**src/rtl/cache_pkg.sv**
```systemverilog
// ---------------------------------------------------------------------------
// cache_pkg
// Shared constants and types for the cache miss refill logic.
//   WORDS_PER_BLOCK   : 16-bit words in one cache block
//   BLOCK_OFFSET_MASK : clears the byte offset to give the block base address
//   fill_state_t      : refill controller states
// ---------------------------------------------------------------------------
package cache_pkg;

    localparam int          WORDS_PER_BLOCK   = 8;
    localparam logic [15:0] BLOCK_OFFSET_MASK = 16'hFFF0;

    typedef enum logic {
        IDLE = 1'b0,
        FILL = 1'b1
    } fill_state_t;

endpackage

```
**src/rtl/cache_fill_counter.sv**
```systemverilog
// ---------------------------------------------------------------------------
// cache_fill_counter
// 4-bit word counter used for both the request (issue) and response (receive)
// side of a block refill.
//   clk   : system clock
//   clr_n : synchronous active-low clear (also carries the block reset)
//   inc   : count up by one this cycle
//   count : current count
//   done  : count has reached LIMIT
// ---------------------------------------------------------------------------
module cache_fill_counter
    import cache_pkg::*;
#(
    parameter int LIMIT = WORDS_PER_BLOCK
) (
    input  logic       clk,
    input  logic       clr_n,
    input  logic       inc,
    output logic [3:0] count,
    output logic       done
);

    // Enabled flop: clear wins over increment so a new fill always starts at 0.
    always_ff @(posedge clk) begin
        if (!clr_n) begin
            count <= 4'd0;
        end else if (inc) begin
            count <= count + 4'd1;
        end
    end

    assign done = (count == 4'(LIMIT));

endmodule

```
**src/rtl/cache_fill_fsm.sv**
```systemverilog
// ---------------------------------------------------------------------------
// cache_fill_fsm
// Cache miss refill controller. On a miss it streams one block of WORDS
// words from the pipelined memory (one request per cycle, no backpressure),
// writes each returned word into the data array, writes the tag array on the
// last word and holds the pipeline stalled for the whole refill.
//   clk, rst_n          : clock, synchronous active-low reset
//   miss_detected       : miss reported for miss_address this cycle
//   miss_address        : byte address of the missing access
//   memory_data_valid   : memory_data carries a returned word
//   memory_data         : returned word
//   fsm_busy            : refill in progress (pipeline stall)
//   mem_en              : read request this cycle at memory_address
//   memory_address      : byte address of the read request
//   write_data_array    : write cache_data at cache_word_offset
//   cache_word_offset   : word index in the block
//   cache_data          : word to write (memory_data passthrough)
//   write_tag_array     : one-cycle pulse writing tag and valid bit
// ---------------------------------------------------------------------------
module cache_fill_fsm
    import cache_pkg::*;
#(
    parameter int WORDS  = WORDS_PER_BLOCK,
    parameter int ADDR_W = 16,
    parameter int DATA_W = 16
) (
    input  logic              clk,
    input  logic              rst_n,
    input  logic              miss_detected,
    input  logic [ADDR_W-1:0] miss_address,
    input  logic              memory_data_valid,
    input  logic [DATA_W-1:0] memory_data,
    output logic              fsm_busy,
    output logic              mem_en,
    output logic [ADDR_W-1:0] memory_address,
    output logic              write_data_array,
    output logic [2:0]        cache_word_offset,
    output logic [DATA_W-1:0] cache_data,
    output logic              write_tag_array
);

    fill_state_t       state;
    logic [ADDR_W-1:0] base;
    logic [3:0]        issue_cnt;
    logic [3:0]        recv_cnt;
    logic              issue_done;
    logic              recv_done;
    logic              in_fill;
    logic              start_fill;
    logic              word_accept;
    logic              last_word;
    logic              cnt_clr_n;

    assign in_fill    = (state == FILL);
    assign start_fill = (state == IDLE) && miss_detected;

    // Returned words only count while filling; stray valids in IDLE and
    // responses still in flight after a reset are dropped here.
    assign word_accept = in_fill && memory_data_valid && !recv_done;
    assign last_word   = word_accept && (recv_cnt == 4'(WORDS - 1));

    // Both counters restart from zero when a new miss is accepted.
    assign cnt_clr_n = rst_n && !start_fill;

    // State register: leave IDLE on a miss, return once the last word lands.
    always_ff @(posedge clk) begin
        if (!rst_n) begin
            state <= IDLE;
        end else if (start_fill || last_word) begin
            state <= start_fill ? FILL : IDLE;
        end
    end

    // Block base is captured once per fill so misses reported mid-fill
    // cannot move the request stream to another block.
    always_ff @(posedge clk) begin
        if (!rst_n) begin
            base <= '0;
        end else if (start_fill) begin
            base <= miss_address & ADDR_W'(BLOCK_OFFSET_MASK);
        end
    end

    cache_fill_counter #(
        .LIMIT (WORDS)
    ) u_issue_cnt (
        .clk   (clk),
        .clr_n (cnt_clr_n),
        .inc   (in_fill && !issue_done),
        .count (issue_cnt),
        .done  (issue_done)
    );

    cache_fill_counter #(
        .LIMIT (WORDS)
    ) u_recv_cnt (
        .clk   (clk),
        .clr_n (cnt_clr_n),
        .inc   (word_accept),
        .count (recv_cnt),
        .done  (recv_done)
    );

    assign fsm_busy = in_fill;
    assign mem_en   = in_fill && !issue_done;

    // Word index to byte offset; the base is block aligned so the add never
    // carries out of the block and the top bit simply wraps.
    assign memory_address = mem_en ? (base + ADDR_W'({issue_cnt, 1'b0})) : '0;

    assign write_data_array  = word_accept;
    assign cache_word_offset = word_accept ? recv_cnt[2:0] : 3'd0;
    assign cache_data        = word_accept ? memory_data : '0;
    assign write_tag_array   = last_word;

endmodule

```
**config.mk**
```make
export PLATFORM = sky130hd
export DESIGN_NAME = cache_fill_fsm
export DESIGN_NICKNAME = d
export VERILOG_FILES = /design/src/rtl/cache_pkg.sv /design/src/rtl/cache_fill_counter.sv /design/src/rtl/cache_fill_fsm.sv
export SDC_FILE = /design/constraint.sdc
export NUM_CORES = 1
export LEC_CHECK = 0
export ABC_AREA = 1
export ABC_CLOCK_PERIOD_IN_PS = 5000
export CAP_MARGIN = 20
export CORE_MARGIN = 2
export CORE_UTILIZATION = 42
export CTS_CLUSTER_DIAMETER = 200
export DETAILED_ROUTE_END_ITERATION = 10
export HOLD_SLACK_MARGIN = 0.15
export PLACE_DENSITY = 0.84
export SYNTH_ARGS = -nofsm -noshare
export SYNTH_HDL_FRONTEND = slang
export SYNTH_HIERARCHICAL = 1
export SYNTH_SLANG_ARGS = --single-unit
```
**constraint.sdc**
```tcl
create_clock -name clk -period 5 [get_ports clk]
set_clock_uncertainty 0.15 [all_clocks]
set_input_delay 0.5 -clock clk [delete_from_list [all_inputs] [get_ports clk]]
set_output_delay 0.5 -clock clk [all_outputs]
set_load 0.05 [all_outputs]
```
-- After elaboration in Yosys (flattened, before gate mapping)
Index checks and enable logic that the tools add are counted.
- logic and storage cells: 25
- latch bits: 0
- memories kept: 0
- memory bits (read-only): 0
- bits in registers: 21
- memory bits (writable): 0
- output and inout bits: 39
- shifts and indexed selects: 0
- divide/modulo/power cells: 0
- muxes and demuxes: 4
- order comparisons: 0
- add/sub/neg operators: 3
- reduce and logical (&&, ||, !) cells: 10
- equality and inequality tests: 3
- multipliers: 0
- bitwise gates (word level): 1
- operators with widths (kind ; count):
    16-bit two-way mux ; 2
    16-bit by 5-bit adder with 16-bit output ; 1
    4-bit by 1-bit adder with 4-bit output, second input constant ; 2
    4-bit == test, second input constant ; 2
    1-bit logical AND ; 6
    4-bit by 3-bit == test with 1-bit output, second input constant ; 1
    1-bit zero test ; 3
    3-bit two-way mux ; 1
    1-bit logical OR ; 1
    1-bit two-way mux ; 1
    1-bit inverter ; 1

-- Depth between registers and ports, before layout
- depth in word-level cells: 5
- mapped depth: 11
- mapped depth without buffers: 10

-- By module
The synthesis kept the hierarchy.
- by module, submodules not included (module ; area an instance (um^2) ; cells each ; times used):
    cache_fill_fsm ; 989.7 ; 180 ; 1
    cache_fill_counter ; 191.4 ; 26 ; 2

-- Least setup slack after synthesis
Ideal clock, no wire load.
- path type: reg-to-output
- start: register state, in the netlist fsm_busy
- end: output cache_data[10]
- buffers on the path: 1
- setup slack: 1.965 ns
- cell stages (with the launch flop): 6
- data arrival time: 2.385 ns
- cell sequence: dfxtp_1 -> nand2_1 -> nor2_2 -> inv_2 -> buf_2 -> nor2_1
- cells in the longest elaborated chain, start to end: 3
- ends and longest elaborated chain (what ; RTL line ; source):
    start, declared ; cache_fill_fsm.sv:42 ; fill_state_t state;
    start signal, assigned ; cache_fill_fsm.sv:70 ; state <= start_fill ? FILL : IDLE;
    1-bit logical AND (2 in a row) ; cache_fill_fsm.sv:59 ; assign word_accept = in_fill && memory_data_valid && !recv_done;
    named net write_data_array ; cache_fill_fsm.sv:36 ; output logic write_data_array,
    16-bit two-way mux ; cache_fill_fsm.sv:113 ; assign cache_data = word_accept ? memory_data : '0;
    end, declared ; cache_fill_fsm.sv:38 ; output logic [DATA_W-1:0] cache_data,
The timed path passes the listed nets, and every way through them passes these cells.

-- Final worst setup path
- start: register u_issue_cnt.count[0]
- end: output memory_address[6]
- cells in the longest elaborated chain, start to end: 4
- elaborated cells between the ends (all ways): 5
- those cells by class: 1 x add/sub; 1 x eq/ne; 1 x mux; 2 x reduce/logical
- ends and longest elaborated chain (what ; RTL line ; source):
    start, declared ; cache_fill_counter.sv:19 ; output logic [3:0] count,
    start signal, assigned ; cache_fill_counter.sv:28 ; count <= count + 4'd1;
    4-bit == test ; cache_fill_counter.sv:32 ; assign done = (count == 4'(LIMIT));
    named net issue_done ; cache_fill_fsm.sv:46 ; logic issue_done;
    1-bit zero test ; cache_fill_fsm.sv:105 ; assign mem_en = in_fill && !issue_done;
    1-bit logical AND ; cache_fill_fsm.sv:105 ;
    16-bit two-way mux ; cache_fill_fsm.sv:109 ; assign memory_address = mem_en ? (base + ADDR_W'({issue_cnt, 1'b0})) : '0;
    end, declared ; cache_fill_fsm.sv:35 ; output logic [ADDR_W-1:0] memory_address,
The timed path passes the listed nets, and every way through them passes these cells.

==> results by group <==
Final layout
  – Final non-filler cell area: 2120 sq um
  – # fillers: 284
  – Final Non-Filler Cells: 344
  – Area occupied by registers: 420 sq um
  – Multi-input logic area: 766 sq um
  – Post-layout net count: 343
  – Layout cells sized above 1: 5.33%
  – Antenna cells: 0
  – Area growth from synthesis to layout: 54.2%

Critical path
  – RR Endpoint: u_issue_cnt/count[3]
  – Worst reg2reg path depth: 10
  – Reg2reg setup slack: 3.00 ns
  – Setup crit start kind: flop
  – CP Class: reg -> out
  – Crit path DAT: 2.86 ns
  – CP required: 4.35 ns
  – CP Capture Type: primary output
  – Reg-to-reg startpoint: u_issue_cnt/count[0]
  – Crit Path Max Fanout: 17

Floorplan
  – Die H: 61.2 microns
  – Die Width: 61.2 microns
  – Die footprint: 3740 sq um
  – IO Count: 75
  – Row count: 20
  – Initial Util: 44.6%
  – Core area: 3080 sq um

STA
  – Final WS setup: 1.49 ns
  – Final Slew Violations: 0
  – Final hold vios: 0
  – RSZ-0062 raised after global routing: no
  – Setup TNS after final layout: 0 ns
  – Final period util: 70.2%
  – Pin slew with the least headroom to its limit: 0.672 ns
  – Relative slew slack: 55.2%
  – Fin crit period: 3.51 ns
  – Fmax achieved: 285 MHz
  – Setup Viol. Count Final: 0

Clock tree
  – Clk sinks: 21
  – Htree depth: 1
  – Cts hold-fix bufs: 0
  – Clk_lat worst skew: 0.31 ns
  – Postcts setup bufs: 0
  – Root Driver: clkbuf_4
  – CTS max path bufs: 2
  – Num CTS Buffers: 3
  – Worst-path clk slew: 0.12 ns
  – CTS resizes: 0
  – TritonCTS clock tree: yes

Placement
  – Post-Place Cells: 340
  – Post-DP HPWL: 2810 microns
  – Gp weighted congestion: 0.828
  – Port bufs: 69
  – Post-Place Worst Slack: 1.85 ns
  – Placement Cell Area: 2090 sq um

Worst hold path
  – Hold path startpoint: base[15]
  – Hold WC Path Type: reg -> reg
  – WHS Path Cells: 2
  – Worst hold path endpoint: base[15]

Synthesis
  – Seq/Total Area, Yosys: 30.6%
  – Cell variety after synth: 20
  – Post-Syn Instances: 232
  – Synth Area per Inst: 5.92 sq um
  – FFs w/ async S/R, synth: 0%
  – Post-synth net total: 274
  – Seq cells post-synth: 21
  – Yosys warns: 6
  – Top FF cell, synth: dfxtp_1
  – Post-synth EDFFs: 0
  – Cell area after synthesis: 1370 sq um

Route
  – First-pass DRT Iterations: 4
  – Post-DRT Antenna Nets: 0
  – Vias per std cell: 4.46
  – Detailed router's first-iteration violation count: 62
  – Residual DRC: 0
  – Final WL: 3510 microns
  – Via count: 1534
  – Drt wl/cell: 10.2 microns

Run status
  – Status: complete, no violations

Power and ir drop
  – PD cells: 193 nW/um^2
  – VDD IR-drop max: 0.211 mV
  – Leakage: 0.871 nW

Flow run
  – MaxCap Viol Count: 0

Global route
  – First-pass GRT wire length: 5560 microns
  – Total congestion overflow: 0
  – Antenna violations before repair: 0
  – Global-route usage over all layers: 19.3%
  – Largest net degree at the start of global routing: 20
  – Number of global-route vias before repair: 1291
-- report_power, final --
group | internal, mW | switching, mW
sequential | 0.178 | 0.0111
clock | 0.0299 | 0.0523
combinational | 0.0544 | 0.0821
-- critical path: stages, from the launching register on --
cell	delay (ns)
dfxtp_1	0.40
inv_1	0.08
ha_1	0.20
nand2_1	0.06
nor2_1	0.05
nor2_2	0.54
o21ai_0	0.19
a21oi_1	0.20
clkdlybuf4s50_1	0.84
-- per-layer routing --
| metal | share of wire (%) | vias up | GRT usage (%) |
|---|---|---|---|
| li1 | - | 843 | - |
| met1 | 44 | 664 | 25.0 |
| met2 | 52 | 25 | 33.3 |
| met3 | 3.1 | 2 | 3.78 |
| met4 | 0.57 | 0 | 3.73 |
| met5 | 0 | - | 0 |
-- worst max path at each step --
stage | start | endpoint | slack [ns]
floorplan | fsm_busy | cache_data[10] | 1.97
detailed placement | u_issue_cnt/count[0] | memory_address[6] | 1.85
finish | u_issue_cnt/count[0] | memory_address[6] | 1.49
CTS | u_issue_cnt/count[0] | memory_address[6] | 1.50
global route | u_issue_cnt/count[0] | memory_address[6] | 1.34
global placement | u_issue_cnt/count[0] | memory_address[5] | 1.89
-- stage by stage --
| stage | util, % | total power [mW] | hold WS (ns) |
|---|---|---|---|
| 2_1_floorplan | - | 0.275 | 0.293 |
| 3_3_place_gp | 67.9 | 0.327 | 0.315 |
| 3_5_place_dp | 67.9 | 0.329 | 0.317 |
| 4_1_cts | 68.8 | 0.410 | 0.335 |
| 5_1_grt | 68.8 | 0.434 | 0.376 |
| 6_report | 68.8 | 0.408 | 0.335 |
-- cell usage in the layout (no fill, tap or decap) --
cell type / count
clkdlybuf4s50_1: 69
nor2_1: 62
inv_1: 40
nand2_1: 36
dfxtp_1: 21
a21oi_1: 19
o21ai_0: 17
nand3_1: 8
nor2_2: 6
ha_1: 6
nand2_2: 4
clkbuf_4: 3
nand4_1: 2
inv_2: 1
nor2_4: 1
nor3_1: 1
nand3b_1: 1
clkinv_1: 1
conb_1: 1
clkinv_2: 1
-- cells in the mapped netlist, types with 2 or more instances --
cell type / instances / area share (%)
o21ai_0: 17 / 6.2
buf_4: 2 / 1.1
nand2_1: 36 / 9.8
buf_2: 2 / 0.73
nor2_2: 6 / 2.7
nand2_2: 4 / 1.8
ha_1: 6 / 5.5
dfxtp_1: 21 / 31
a21oi_1: 19 / 6.9
nand3_1: 8 / 2.9
nand4_1: 2 / 0.91
nor2_1: 62 / 17
inv_1: 40 / 11
-- logic make-up (layout without fill, tap and decap cells) --
family	count (synthesis)	count (layout)	synth area share [%]
adders and majority gates	6	6	5.47
and+or+nand+nor	121	121	36.9
DFF	21	21	30.6
buffers and inverters	47	115	13.6
AOI/OAI and AO/OA	36	36	13.1
other	1	1	0.273
-- sequential cells by signal, summed over array words and instances, names as in the netlist --
name               cells
u_recv_cnt/count       4
base                  12
u_issue_cnt/count      4
fsm_busy               1
-- area by class of cell --
type	instances	share of cell area, %
clock buffers	3	1.06
clock inverters	1	0.236
inverters	42	7.45
multi-input cells	164	36.2
flip-flops and latches	21	19.9
well taps	44	2.60
repair buffers	69	32.6
No activity file was read; power rests on OpenSTA's default activity.
==> RTL change (same settings) <==
Reset style: asynchronous (`rst_n`), changed in 2 clocked blocks. Comments in the files are not updated.
--- a/src/rtl/cache_fill_fsm.sv
+++ b/src/rtl/cache_fill_fsm.sv
@@ -63,7 +63,7 @@
     assign cnt_clr_n = rst_n && !start_fill;
 
     // State register: leave IDLE on a miss, return once the last word lands.
-    always_ff @(posedge clk) begin
+    always_ff @(posedge clk or negedge rst_n) begin
         if (!rst_n) begin
             state <= IDLE;
         end else if (start_fill || last_word) begin
@@ -73,7 +73,7 @@
 
     // Block base is captured once per fill so misses reported mid-fill
     // cannot move the request stream to another block.
-    always_ff @(posedge clk) begin
+    always_ff @(posedge clk or negedge rst_n) begin
         if (!rst_n) begin
             base <= '0;
         end else if (start_fill) begin
Formal check against the unedited RTL: differs if rst_n is asserted again (counterexample within 4 cycles, from zero or initial values and one cycle with rst_n low); with rst_n held inactive, the same outputs for 10 cycles.
==> RTL change against the unedited design <==
Routed wire length decreased by 2.5%; worst hold slack improved by 42 ps; cell area increased by 4.3%; worst setup slack improved by 17 ps; area after synthesis increased by 6.3%; first-iteration DRC count decreased by 18%; global-route usage decreased by 0.84 points; synthesized cell count decreased by 6.9%; sequential cell count unchanged; critical path depth unchanged.
Power is not compared: it rests on default switching activity, and its combinational part moved more than twofold at a synthesized area within 25%.
==> RTL change: results (changes against the unedited design) <==
[outcome]
status = finished, final reports clean  ; unchanged

[worst_hold_path]
min-delay-start = u_recv_cnt/count[1]  ; was base[15]
min_delay_worst_endpoint = u_recv_cnt/count[1]  ; was base[15]
whs_path_depth = 2  ; unchanged

[yosys]
synth_top_family_by_area = simple AND/OR/NAND/NOR gates  ; unchanged
ys_top_cells_by_area = dfrtp_1 (22%), nor2_1 (13%), dfxtp_1 (11%)  ; was dfxtp_1 (31%), nor2_1 (17%), inv_1 (11%)
synth-compound-area-share = 0.0952  ; was 0.131
synth_common_cells = nor2_1 (50), inv_1 (42), nand2_1 (32), a21oi_1 (17), dfrtp_1 (13)  ; was nor2_1 (62), inv_1 (40), nand2_1 (36), dfxtp_1 (21), a21oi_1 (19)
synth_cell_type_count = 24  ; was 20
syn_area_per_cell_um2 = 6.75  ; was 5.92 um2
yosysSeqAreaShare = 0.333  ; was 0.306
synthAdderAreaFrac = 0.0515  ; was 0.0547
syn-num-nets = 258  ; was 274
synth.top_cell.area_share = 0.223  ; was 0.306
muxShareOfSynthArea = 0.0463  ; was 0
async_reset_ff_frac = 0.619  ; was 0
synth_xor_area_frac = 0  ; unchanged

[routing]
dr_wl_met2_um = 1650  ; was 1820 um
avgRoutedWirePerCell_um = 10.3  ; was 10.2 um
wl_um = 3420  ; was 3510 um
wl_met3_um = 140  ; was 108 um
vias_per_cell = 4.43  ; was 4.46
met1_length_um = 1540  ; was 1560 um
highest_layer = met4  ; unchanged
drt-initial-drc-count = 51  ; was 62

[cts]
cts_resized = 0  ; unchanged
numCtsBuffers = 3  ; unchanged
postCtsSetupBuffers = 0  ; unchanged
clock_latency_ps = 310  ; about the same

[power_and_ir_drop]
combinationalPowerShare = 0.595
pg_seq_mw = 0.260
p_per_area_mw_per_mm2 = 380
power.switching_mw = 0.419

[critical_path]
cp_top_family = buffers and inverters  ; unchanged
crit_type = flip-flop to output pin  ; unchanged
critical_path_arrival_ps = 2840  ; was 2860 ps
r2r_slack_ps = 3000  ; about the same
crit_path_end = memory_address[5]  ; was memory_address[6]
timing.rr.end = u_issue_cnt/count[1]  ; was u_issue_cnt/count[3]
rr_worst_depth = 8  ; was 10
crit_fanout = 17  ; unchanged
r2r_start = u_issue_cnt/count[0]  ; unchanged

[placed_design]
place_congestion = 0.829  ; was 0.828
dp_hpwl_um = 2750  ; was 2810 um
portBuffers = 69  ; unchanged
dp_worst_setup_slack_ps = 1770  ; was 1850 ps
placed_cell_area_mm2 = 0.00218  ; was 0.00209 mm2

[layout]
fillers = 301  ; was 284
nets = 328  ; was 343
syn2layout_area_growth_pct = 51.3  ; was 54.2%
layout-drive-gt1-share = 0.102  ; was 0.0533

[sta]
whs_ps = 377  ; was 335 ps
max_slew_margin = 0.453  ; was 0.552
min_period_ps = 3490  ; was 3510 ps

[grt]
grt_use_met2 = 0.306  ; was 0.333
grt_pass1_wl_um = 5880  ; was 5560 um
globalRouteMet3Util = 0.0396  ; was 0.0378
grt_use_met1 = 0.224  ; was 0.250
grt_pass1_vias = 1351  ; was 1291
track_usage = 0.184  ; was 0.193

==> RTL change: cell families (layout without fill, tap and decap cells) <==
logic type	count (synthesis)	in the layout
flip-flops	21	21
other	1	1
multiplexers	6	6
adder cells (fa/ha/maj)	6	6
AND/OR/NAND/NOR	106	106
AO/OA/AOI/OAI	27	27
buffers and inverters	49	118
==> RTL change: worst reg2reg max path, delay by kind of cell, from the launching register on <==
family	cells	cell delay [ps]
and+or+nand+nor	3	640
DFF	1	410
buffers and inverters	2	250
AOI/OAI and AO/OA	2	240
adders and majority gates	1	200
==> RTL change: area by class of cell <==
| cell class | instances | area, um2 | area share |
|---|---|---|---|
| multi-input cells | 146 | 777 | 0.352 |
| repair buffers | 69 | 691 | 0.313 |
| flip-flops and latches | 21 | 485 | 0.220 |
| inverters | 45 | 169 | 0.0765 |
| well taps | 46 | 57.6 | 0.0261 |
| clock buffers | 3 | 22.5 | 0.0102 |
| clock inverters | 1 | 5.00 | 0.00227 |
